## src/rtl/rab_lookup_arb.sv

```systemverilog
// rab_lookup_arb: two-port round-robin arbiter in front of the shared RAB
// lookup. A granted request is held through LOOKUP (until the lookup takes it)
// and WAIT_SENT (until the downstream accept/drop completes or times out).
`timescale 1ns/1ps

module rab_lookup_arb #(
    parameter int unsigned AXI_ADDR_WIDTH = 40,
    parameter int unsigned AXI_ID_WIDTH   = 4,
    parameter int unsigned TIMEOUT_CYCLES = 255
) (
    input  logic                      Clk_CI,
    input  logic                      Rst_RBI,

    input  logic                      port1_valid_i,
    input  logic [AXI_ADDR_WIDTH-1:0] port1_addr_i,
    input  logic [AXI_ID_WIDTH-1:0]   port1_id_i,
    output logic                      port1_ready_o,

    input  logic                      port2_valid_i,
    input  logic [AXI_ADDR_WIDTH-1:0] port2_addr_i,
    input  logic [AXI_ID_WIDTH-1:0]   port2_id_i,
    output logic                      port2_ready_o,

    output logic                      lookup_valid_o,
    output logic [AXI_ADDR_WIDTH-1:0] lookup_addr_o,
    output logic [AXI_ID_WIDTH-1:0]   lookup_id_o,
    output logic                      lookup_sel_o,
    input  logic                      lookup_ready_i,

    input  logic                      resp_sent_i,
    output logic                      busy_o,
    output logic                      timeout_o
);

    // A zero timeout would give a zero-width counter; keep one bit and
    // gate the timeout off instead.
    localparam int unsigned CNT_W     = (TIMEOUT_CYCLES > 0) ? $clog2(TIMEOUT_CYCLES + 1) : 1;
    localparam int unsigned TO_LAST_I = (TIMEOUT_CYCLES > 0) ? TIMEOUT_CYCLES - 1 : 0;
    localparam logic [CNT_W-1:0] TO_LAST = CNT_W'(TO_LAST_I);
    localparam logic TO_EN = (TIMEOUT_CYCLES != 0);

    typedef enum logic [1:0] {
        IDLE,
        LOOKUP,
        WAIT_SENT
    } state_e;

    state_e                    state_q, state_d;
    logic [AXI_ADDR_WIDTH-1:0] addr_q, addr_d;
    logic [AXI_ID_WIDTH-1:0]   id_q, id_d;
    logic                      sel_q, sel_d;
    // 1 = port 1 was serviced last, 0 = port 2
    logic                      last_q, last_d;
    logic [CNT_W-1:0]          cnt_q, cnt_d;
    logic                      timeout_q, timeout_d;

    logic                      grant1, grant2;

    // Round-robin grant: a lone requester wins; on a tie the port not
    // serviced last wins.
    always_comb begin
        grant1 = port1_valid_i & (~port2_valid_i | ~last_q);
        grant2 = port2_valid_i & (~port1_valid_i |  last_q);
    end

    // State, request capture, round-robin history and timeout registers.
    always_ff @(posedge Clk_CI or negedge Rst_RBI) begin
        if (!Rst_RBI) begin
            state_q   <= IDLE;
            addr_q    <= '0;
            id_q      <= '0;
            sel_q     <= 1'b0;
            last_q    <= 1'b0;
            cnt_q     <= '0;
            timeout_q <= 1'b0;
        end else begin
            state_q   <= state_d;
            addr_q    <= addr_d;
            id_q      <= id_d;
            sel_q     <= sel_d;
            last_q    <= last_d;
            cnt_q     <= cnt_d;
            timeout_q <= timeout_d;
        end
    end

    // Next-state logic, including request capture and timeout counting.
    always_comb begin
        state_d   = state_q;
        addr_d    = addr_q;
        id_d      = id_q;
        sel_d     = sel_q;
        last_d    = last_q;
        cnt_d     = cnt_q;
        timeout_d = 1'b0;

        case (state_q)
            IDLE: begin
                if (grant1 | grant2) begin
                    state_d = LOOKUP;
                    addr_d  = grant1 ? port1_addr_i : port2_addr_i;
                    id_d    = grant1 ? port1_id_i   : port2_id_i;
                    sel_d   = grant1;
                end
            end
            LOOKUP: begin
                if (lookup_ready_i) begin
                    state_d = WAIT_SENT;
                    cnt_d   = '0;
                end
            end
            WAIT_SENT: begin
                // resp_sent_i takes priority over a timeout firing in the same cycle
                if (resp_sent_i) begin
                    state_d = IDLE;
                    last_d  = sel_q;
                end else if (TO_EN && (cnt_q == TO_LAST)) begin
                    state_d   = IDLE;
                    last_d    = sel_q;
                    timeout_d = 1'b1;
                end else if (cnt_q != '1) begin
                    cnt_d = cnt_q + CNT_W'(1);
                end
            end
            default: begin
                state_d = IDLE;
            end
        endcase
    end

    // Handshake and status outputs decoded from the current state.
    always_comb begin
        port1_ready_o  = Rst_RBI & (state_q == IDLE) & grant1;
        port2_ready_o  = Rst_RBI & (state_q == IDLE) & grant2;
        lookup_valid_o = (state_q == LOOKUP);
        busy_o         = (state_q != IDLE);
    end

    assign lookup_addr_o = addr_q;
    assign lookup_id_o   = id_q;
    assign lookup_sel_o  = sel_q;
    assign timeout_o     = timeout_q;

endmodule

```

## config.mk

```make
export PLATFORM = sky130hd
export DESIGN_NAME = rab_lookup_arb
export DESIGN_NICKNAME = d
export VERILOG_FILES = /design/src/rtl/rab_lookup_arb.sv
export SDC_FILE = /design/constraint.sdc
export NUM_CORES = 1
export LEC_CHECK = 0
export BUFFER_PORTS_ARGS = -buffer_cell sky130_fd_sc_hd__buf_2
export CELL_PAD_IN_SITES_DETAIL_PLACEMENT = 1
export CELL_PAD_IN_SITES_GLOBAL_PLACEMENT = 1
export CORE_MARGIN = 2
export CORE_UTILIZATION = 35
export CTS_CLUSTER_DIAMETER = 200
export DETAILED_ROUTE_END_ITERATION = 10
export GPL_TIMING_DRIVEN = 0
export PLACE_DENSITY_LB_ADDON = 0.1
export SLEW_MARGIN = 20
export SYNTH_ARGS = -nofsm -noshare
export SYNTH_HDL_FRONTEND = slang
export SYNTH_SLANG_ARGS = --single-unit
export TNS_END_PERCENT = 10
```

## constraint.sdc

```tcl
create_clock -name Clk_CI -period 2.4 [get_ports Clk_CI]
set_input_delay 0.48 -clock Clk_CI [delete_from_list [all_inputs] [get_ports Clk_CI]]
set_output_delay 0.48 -clock Clk_CI [all_outputs]
set_load 0.05 [all_outputs]
```

---- Word-level counts from Yosys, hierarchy flattened ----
Index checks and enable logic that the tools add are counted.
operators by class
  add/sub/neg operators ................... 1
  equality and inequality tests ........... 10
  multiplexer cells ....................... 17
  bitwise operators ....................... 11
  reduce and logical (&&, ||, !) cells .... 8
operators with widths
  kind                 count
  $mux 40              1
  $mux 8               4
  $pmux 8 s2           1
  $add 8x1->8 const B  1
  $eq 8x8->1 const B   1
  $mux 2               4
  $ne 2x2->1 const B   4
  $ne 8x8->1 const B   1
  $pmux 2 s3           1
  $reduce_bool 2->1    3
  $and 1x1->1          5
  $mux 1               5
  $reduce_and 5->1     1
  $mux 4               1
  $reduce_and 2->1     2
  $ne 3x3->1 const B   1
  $not 1->1            3
  $or 1x1->1           3
  $reduce_and 3->1     1
  $eq 2x1->1 const B   1
  $eq 2x2->1 const B   1
  $logic_not 2->1      1
  $ne 2x1->1 const B   1
storage, ports and cells
  bits in registers ....................... 57
  word-level logic and storage cells ...... 54

---- Depth between registers and ports, before layout ----
Gate-level depths: netlist (run 1).
  depth in word-level cells ............... 6
  mapped depth ............................ 6
  gate-level depth less buffers ........... 6

---- Worst setup path before layout (run 1) ----
Ideal clock, no wire load.
  path kind ............................... in2out
  start point ............................. in port1_valid_i
  end point ............................... out port1_ready_o
  arrival time ............................ 1.471 ns
  path slack .............................. 0.449 ns
  stages on the path ...................... 5
  buffers on the path ..................... 2
  path through ............................ inv_1 > a21oi_1 > buf_4 > buf_4 > and3_1
on the way
  word-level cells in the longest chain between the ends .. 2
ends and longest elaborated chain
  what             RTL line  text
  start, declared  14        input logic port1_valid_i,
  $and 1x1->1      62        grant1 = port1_valid_i & (~port2_valid_i | ~last_q);
  $and 1x1->1      133       port1_ready_o = Rst_RBI & (state_q == IDLE) & grant1;
  end, declared    17        output logic port1_ready_o,
No other way between the ends.

---- Worst setup path in the final report (run 1) ----
  start point ............................. reg last_q
  end point ............................... out port1_ready_o
on the way
  word-level cells in the longest chain between the ends .. 4
ends and longest elaborated chain
  what                    RTL line  text
  start, declared         53        logic last_q, last_d;
  start signal, assigned  81        last_q <= last_d;
  $not 1->1               62
  $or 1x1->1              62
  $and 1x1->1             62
  $and 1x1->1             133
No other way between the ends.

==> qor_table.md, run 1 <==
| Parameter | Value | Unit |
|---|---|---|
| Max transition margin | 0.501 | - |
| CP Launch Type | register | - |
| Commonest cells after routing, fill and taps aside | buf_2 (143), dfrtp_1 (57), nand2_1 (53) | - |
| Number of antenna-violating nets in the routed design | 0 | - |
| Clock insertion delay at the later pin of the skew report | 0.33 | ns |
| First-pass GRT wire length | 13.0 | mm |
| Filler cell count in the final layout | 929 | - |
| EDFF count, synth | 0 | - |
| YS warnings | 0 | - |
| Vertical die dimension | 92.2 | um |
| Hold Vio Cnt, Final | 0 | - |
| Total global routing overflow | 0 | - |
| Overall die area | 8510 | sq um |
| Row count | 32 | - |
| Syn-to-layout area delta | 37.4 | % |
| Commonest non-fill, non-tap cell in the layout | buf_2 | - |
| CTS H-tree lvls | 3 | - |
| Via count of the first global-routing pass | 2658 | - |
| CTS buffer count | 9 | - |
| Instance count of the mapped netlist | 268 | - |
| Share of flip-flops with an asynchronous set or reset after synthesis | 1.00 | - |
| Power per Cell Area | 1460 | nW/um^2 |
| Register clock-pin slew on the reported worst setup and hold paths | 0.06 | ns |
| Global placement routability congestion | 0.816 | - |
| Maximum operating frequency | 440 | MHz |
| Number of top-level pins | 144 | - |
| Detailed Routing Iterations Pass 1 | 6 | - |
| Register area | 1430 | sq um |
| Count of final setup violators | 0 | - |
| Instance area after placement | 3570 | sq um |
| Largest fanout of any net on the critical path | 10 | - |
| Worst path arrival time | 1.79 | ns |
| Class of the tightest hold or removal check | input pin to async pin | - |
| Main area contributors after synthesis | dfrtp_1 (52%), mux2i_1 (16%), o21ai_0 (7.3%), nand2_1 (7.3%), o21ai_1 (2.0%) | - |
| Most used flip-flop cell after synthesis | dfrtp_1 | - |
| Unrepaired setup endpoints after global routing | no | - |
| Multi-input gate area | 1200 | sq um |
| Via total after detailed routing | 2583 | - |
| CP Capture Type | primary output | - |
| Via-to-Cell Ratio | 4.88 | - |
| Static Leak | 1.95 | nW |
| Maximum vdd drop | 0.609 | mV |
| Max-slew violation total from the final report | 0 | - |
| Aggregate global-route resource usage | 0.195 | - |
| Top cell type by total area after synthesis | dfrtp_1 | - |
| Effective utilization at floorplan | 0.356 | - |
| Number of hold buffers added after CTS | 0 | - |
| Run status | finished clean | - |
| Violation count after the first detailed-route iteration | 80 | - |
| DPL Wire Length | 5.90 | mm |
| Max-Cap Viols | 0 | - |
| Count of input and output buffers | 143 | - |
| Layout Utilization | 0.490 | - |
| Worst Setup Slack post-DPL | 0.219 | ns |
| Antenna violations before repair | 0 | - |
| Postcts setup bufs | 0 | - |
| Max Clock Skew | 0.00584 | ns |
| Cells resized by post-CTS repair | 0 | - |
| Fraction of the yosys area taken by sequential cells | 0.523 | - |
| Critical path required time | 1.92 | ns |
| Number of antenna cells inserted | 0 | - |
| Clock Sinks | 57 | - |
| Number of nets in the layout | 518 | - |
| Fraction of layout instances using a drive strength above 1 | 0.391 | - |
| Synthesized net count | 364 | - |
| Avg WL per Cell | 14.8 | um |
| Average cell area after synthesis | 10.2 | sq um |
| Worst Setup Path Type | register to primary output | - |
| CTS tree | done | - |
| Min setup slack post-route | 0.127 | ns |
| Post-synthesis cell type count | 35 | - |
| Ratio of final minimum period to clock period | 0.947 | - |
| Pin count of the biggest net entering global routing | 60 | - |
| Sum of routed wire length over all layers | 7.83 | mm |
| Pin slew with the least headroom to its limit | 0.748 | ns |
| Post-synth design cell area | 2730 | sq um |
| Root Buffer | clkbuf_8 | - |
| Fin area | 3740 | sq um |
| Width of the chip | 92.2 | um |
| Remaining routing DRC violations | 0 | - |
| Synth top area share | 0.523 | - |
| Slack of the worst reg-to-reg path | 0.53 | ns |
| Placeable core region | 7650 | sq um |
| Clock Path Buffers | 2 | - |
| Fin crit period | 2.27 | ns |
| Yosys reg bits | 57 | - |
[logic make-up after synthesis]
logic type	Yosys count	synth area share
AOI/OAI and AO/OA	68	0.142
adders and majority gates	2	0.00918
buffers and inverters	21	0.0363
DFF	57	0.523
muxes	45	0.166
and+or+nand+nor	75	0.124
[worst paths after layout]
path                           startpoint           endpoint  cells past startpoint
hold / removal                    Rst_RBI  lookup_addr_o[29]                      1
setup / recovery                   last_q      port1_ready_o                      5
hold reg to reg            lookup_id_o[2]     lookup_id_o[2]                      2
min in group Clk_CI        lookup_ready_i         state_q[0]                      2
max in group asynchronous         Rst_RBI   lookup_addr_o[1]                      1
setup reg to reg               state_q[0]   lookup_addr_o[1]                      5
[routing by layer]
layer / track usage / vias to the layer above / share of wire
met4: 0.0734 / 0 / 0.014
met5: 0 / - / 0
met3: 0.0493 / 8 / 0.076
met1: 0.251 / 1215 / 0.44
li1: - / 1261 / -
met2: 0.317 / 99 / 0.47
[sequential cells by signal, indices dropped and copies added, names as in the netlist]
signal,cells
cnt_q,8
last_q,1
lookup_addr_o,40
lookup_id_o,4
lookup_sel_o,1
state_q,2
timeout_o,1
[through the flow]
stage	power (W)	hold slack (ns)	instances	setup TNS [ns]
floorplan	0.00387	0.184	268	0
global placement	0.00465	0.457	513	-0.444
detailed placement	0.00472	0.466	513	0
CTS	0.00553	0.241	529	0
global route	0.00583	0.259	529	0
finish	0.00546	0.202	529	0
[worst max-delay path, cell delays in order, from the launching register on]
cell and delay, ns:
dfrtp_1 0.39, a21oi_1 0.17, buf_4 0.23, buf_4 0.24, and3_1 0.17, buf_2 0.26
[power breakdown]
group	switching, W	internal, W
logic	0.00228	0.000712
registers	0.000268	0.00140
clock network	0.000369	0.000426
total	0.00292	0.00254
[cell type report]
class / instances / area share
clock inverters: 3 / 0.00401
repair buffers: 143 / 0.192
well taps: 102 / 0.0341
flip-flops and latches: 57 / 0.381
inverters: 7 / 0.00702
plain buffers: 14 / 0.0194
clock buffers: 13 / 0.0424
multi-input cells: 190 / 0.320
[cells in the mapped netlist, types with 3 or more instances]
master	number
nand3_1	3
dfrtp_1	57
mux2i_1	44
a21oi_1	4
buf_4	5
o311ai_0	3
inv_1	7
o21ai_0	40
nand2_1	53
nor3_1	4
clkbuf_1	8
o21ai_1	11
No activity file was read; power rests on OpenSTA's default activity.
==> inputs of run 2 (changes only) <==
--- a/config.mk
+++ b/config.mk
@@ -13,7 +13,9 @@
 export CTS_CLUSTER_DIAMETER = 200
 export DETAILED_ROUTE_END_ITERATION = 10
 export GPL_TIMING_DRIVEN = 0
+export HOLD_SLACK_MARGIN = 0.06
 export PLACE_DENSITY_LB_ADDON = 0.1
+export REMOVE_ABC_BUFFERS = 1
 export SLEW_MARGIN = 20
 export SYNTH_ARGS = -nofsm -noshare
 export SYNTH_HDL_FRONTEND = slang
==> run 2 against run 1 <==
Effect of this change: die area unchanged; register-to-register slack improved by 0.04 ns; worst hold slack gained 0.0050 ns; sequential share of layout area shrank 0.81 points; critical path depth shrank 2; wire length fell by 6.3%; cell area rose by 2.2%; critical path type unchanged; largest power group unchanged; highest routed layer unchanged.
==> qor_table.md, run 2 (synthesized netlist as in run 1, its figures left out) <==
| Parameter | Value | Unit |
|---|---|---|
| Run status | finished clean | - |
| Clock Sinks | 57 | - |
| Ratio of final minimum period to clock period | 0.920 | - |
| Root Buffer | clkbuf_8 | - |
| Hold Vio Cnt, Final | 0 | - |
| Static Leak | 1.97 | nW |
| Via count of the first global-routing pass | 2561 | - |
| Total global routing overflow | 0 | - |
| Number of nets in the layout | 508 | - |
| Worst Setup Path Type | register to primary output | - |
| Filler cell count in the final layout | 919 | - |
| Final std cells w/o fill | 518 | - |
| Number of antenna cells inserted | 0 | - |
| Worst reg2reg path depth | 5 | - |
| Overall die area | 8510 | sq um |
| Count of final setup violators | 0 | - |
| Detailed Routing Iterations Pass 1 | 4 | - |
| Number of top-level pins | 144 | - |
| Via-to-Cell Ratio | 4.82 | - |
| Violation count after the first detailed-route iteration | 33 | - |
| Row count | 32 | - |
| Avg WL per Cell | 14.2 | um |
| CTS buffer count | 9 | - |
| Unrepaired setup endpoints after global routing | no | - |
| Startpoint of the most critical setup path | last_q | - |
| Largest fanout of any net on the critical path | 10 | - |
| First-pass GRT wire length | 12.4 | mm |
| Fin crit period | 2.21 | ns |
| Width of the chip | 92.2 | um |
| Worst slack on hold paths | 0.207 | ns |
| Number of antenna-violating nets in the routed design | 0 | - |
| Class of the tightest hold or removal check | input pin to async pin | - |
| Max transition margin | 0.508 | - |
| Vertical die dimension | 92.2 | um |
| Postcts setup bufs | 0 | - |
| Clock insertion delay at the later pin of the skew report | 0.33 | ns |
| Maximum vdd drop | 0.544 | mV |
| Cells resized by post-CTS repair | 0 | - |
| Post-route total power | 0.00562 | W |
| Pin count of the biggest net entering global routing | 60 | - |
| Pin slew with the least headroom to its limit | 0.738 | ns |
| Max Clock Skew | 0.00864 | ns |
| Slack of the worst reg-to-reg path | 0.57 | ns |
| Placeable core region | 7650 | sq um |
| Placed cell count | 503 | - |
| Syn-to-layout area delta | 40.4 | % |
| Commonest cells after routing, fill and taps aside | buf_2 (142), dfrtp_1 (57), nand2_1 (53) | - |
| Max-slew violation total from the final report | 0 | - |
| Max-Cap Viols | 0 | - |
| Commonest non-fill, non-tap cell in the layout | buf_2 | - |
| CTS H-tree lvls | 3 | - |
| Power per Cell Area | 1470 | nW/um^2 |
| Count of input and output buffers | 143 | - |
| Sum of routed wire length over all layers | 7.34 | mm |
| Fraction of layout instances using a drive strength above 1 | 0.401 | - |
| Global placement routability congestion | 0.774 | - |
| Clock Path Buffers | 2 | - |
| Via total after detailed routing | 2499 | - |
| Antenna violations before repair | 0 | - |
| CP Capture Type | primary output | - |
| Destination of the worst register-to-register timing path | lookup_addr_o[11] | - |
| Remaining routing DRC violations | 0 | - |
| DPL Wire Length | 5.74 | mm |
| Aggregate global-route resource usage | 0.188 | - |
| CTS tree | done | - |
| Number of hold buffers added after CTS | 0 | - |
| Fin area | 3830 | sq um |
| Effective utilization at floorplan | 0.356 | - |
| Maximum operating frequency | 453 | MHz |
| CP Launch Type | register | - |
| Critical path required time | 1.92 | ns |
| Launch instance of the worst register-to-register path | state_q[0] | - |
| Flip-flop count of the largest register after layout | 40 | - |
| Worst path arrival time | 1.73 | ns |
| Instance area after placement | 3630 | sq um |
| Register clock-pin slew on the reported worst setup and hold paths | 0.06 | ns |
==> run 2: cell types whose count changed in the layout (fill, tap and decap cells not counted) <==
cell and change:
clkbuf_1 -9, buf_4 -5, buf_16 +4, a21oi_1 -1, a21oi_4 +1, buf_2 -1
bufinv_16 +1, clkinv_2 -1, o21ai_1 -1, o21ai_4 +1
==> run 2: per-stage QoR <==
stage	setup slack, ns	TNS (ns)	utilization
after floorplan	-2.47	-90.78	-
after global placement	-3.35	-142.56	0.457
after detailed placement	0.241	0	0.475
after CTS	0.140	0	0.500
after global routing	0.0686	0	0.500
final	0.192	0	0.500
==> run 2: layout make-up <==
type	count	area, sq um	area share
tap	102	128	0.0334
inverter	7	26.3	0.00687
timing repair buffer	147	828	0.216
clock buffer	12	155	0.0405
clock inverter	3	40.0	0.0105
multi-input combinational	190	1220	0.319
sequential	57	1430	0.373
==> run 2: worst max-delay path by stage <==
stage                          endpoint  slack, ns
after global routing      port1_ready_o       0.07
after floorplan           port1_ready_o      -2.47
after global placement    port1_ready_o      -3.35
after detailed placement  port1_ready_o       0.24
after CTS                 port1_ready_o       0.14
final                     port1_ready_o       0.19
==> run 2: critical path: stages, from the launching register on <==
cell and delay [ns]:
dfrtp_1 0.42, a21oi_4 0.48, and3_1 0.24, buf_2 0.26
==> run 2: routing by layer <==
| layer | wire, um | track usage |
|---|---|---|
| met1 | 3030 | 0.221 |
| met4 | 106 | 0.0510 |
| met2 | 3590 | 0.317 |
| met3 | 608 | 0.0781 |
| met5 | 0 | 0 |
==> run 2: power breakdown <==
| part | leakage, nW | switching, W | internal [W] |
|---|---|---|---|
| Clock | 0.102 | 0.000356 | 0.000527 |
| Combinational | 1.16 | 0.00227 | 0.000792 |
| Sequential | 0.714 | 0.000276 | 0.00140 |
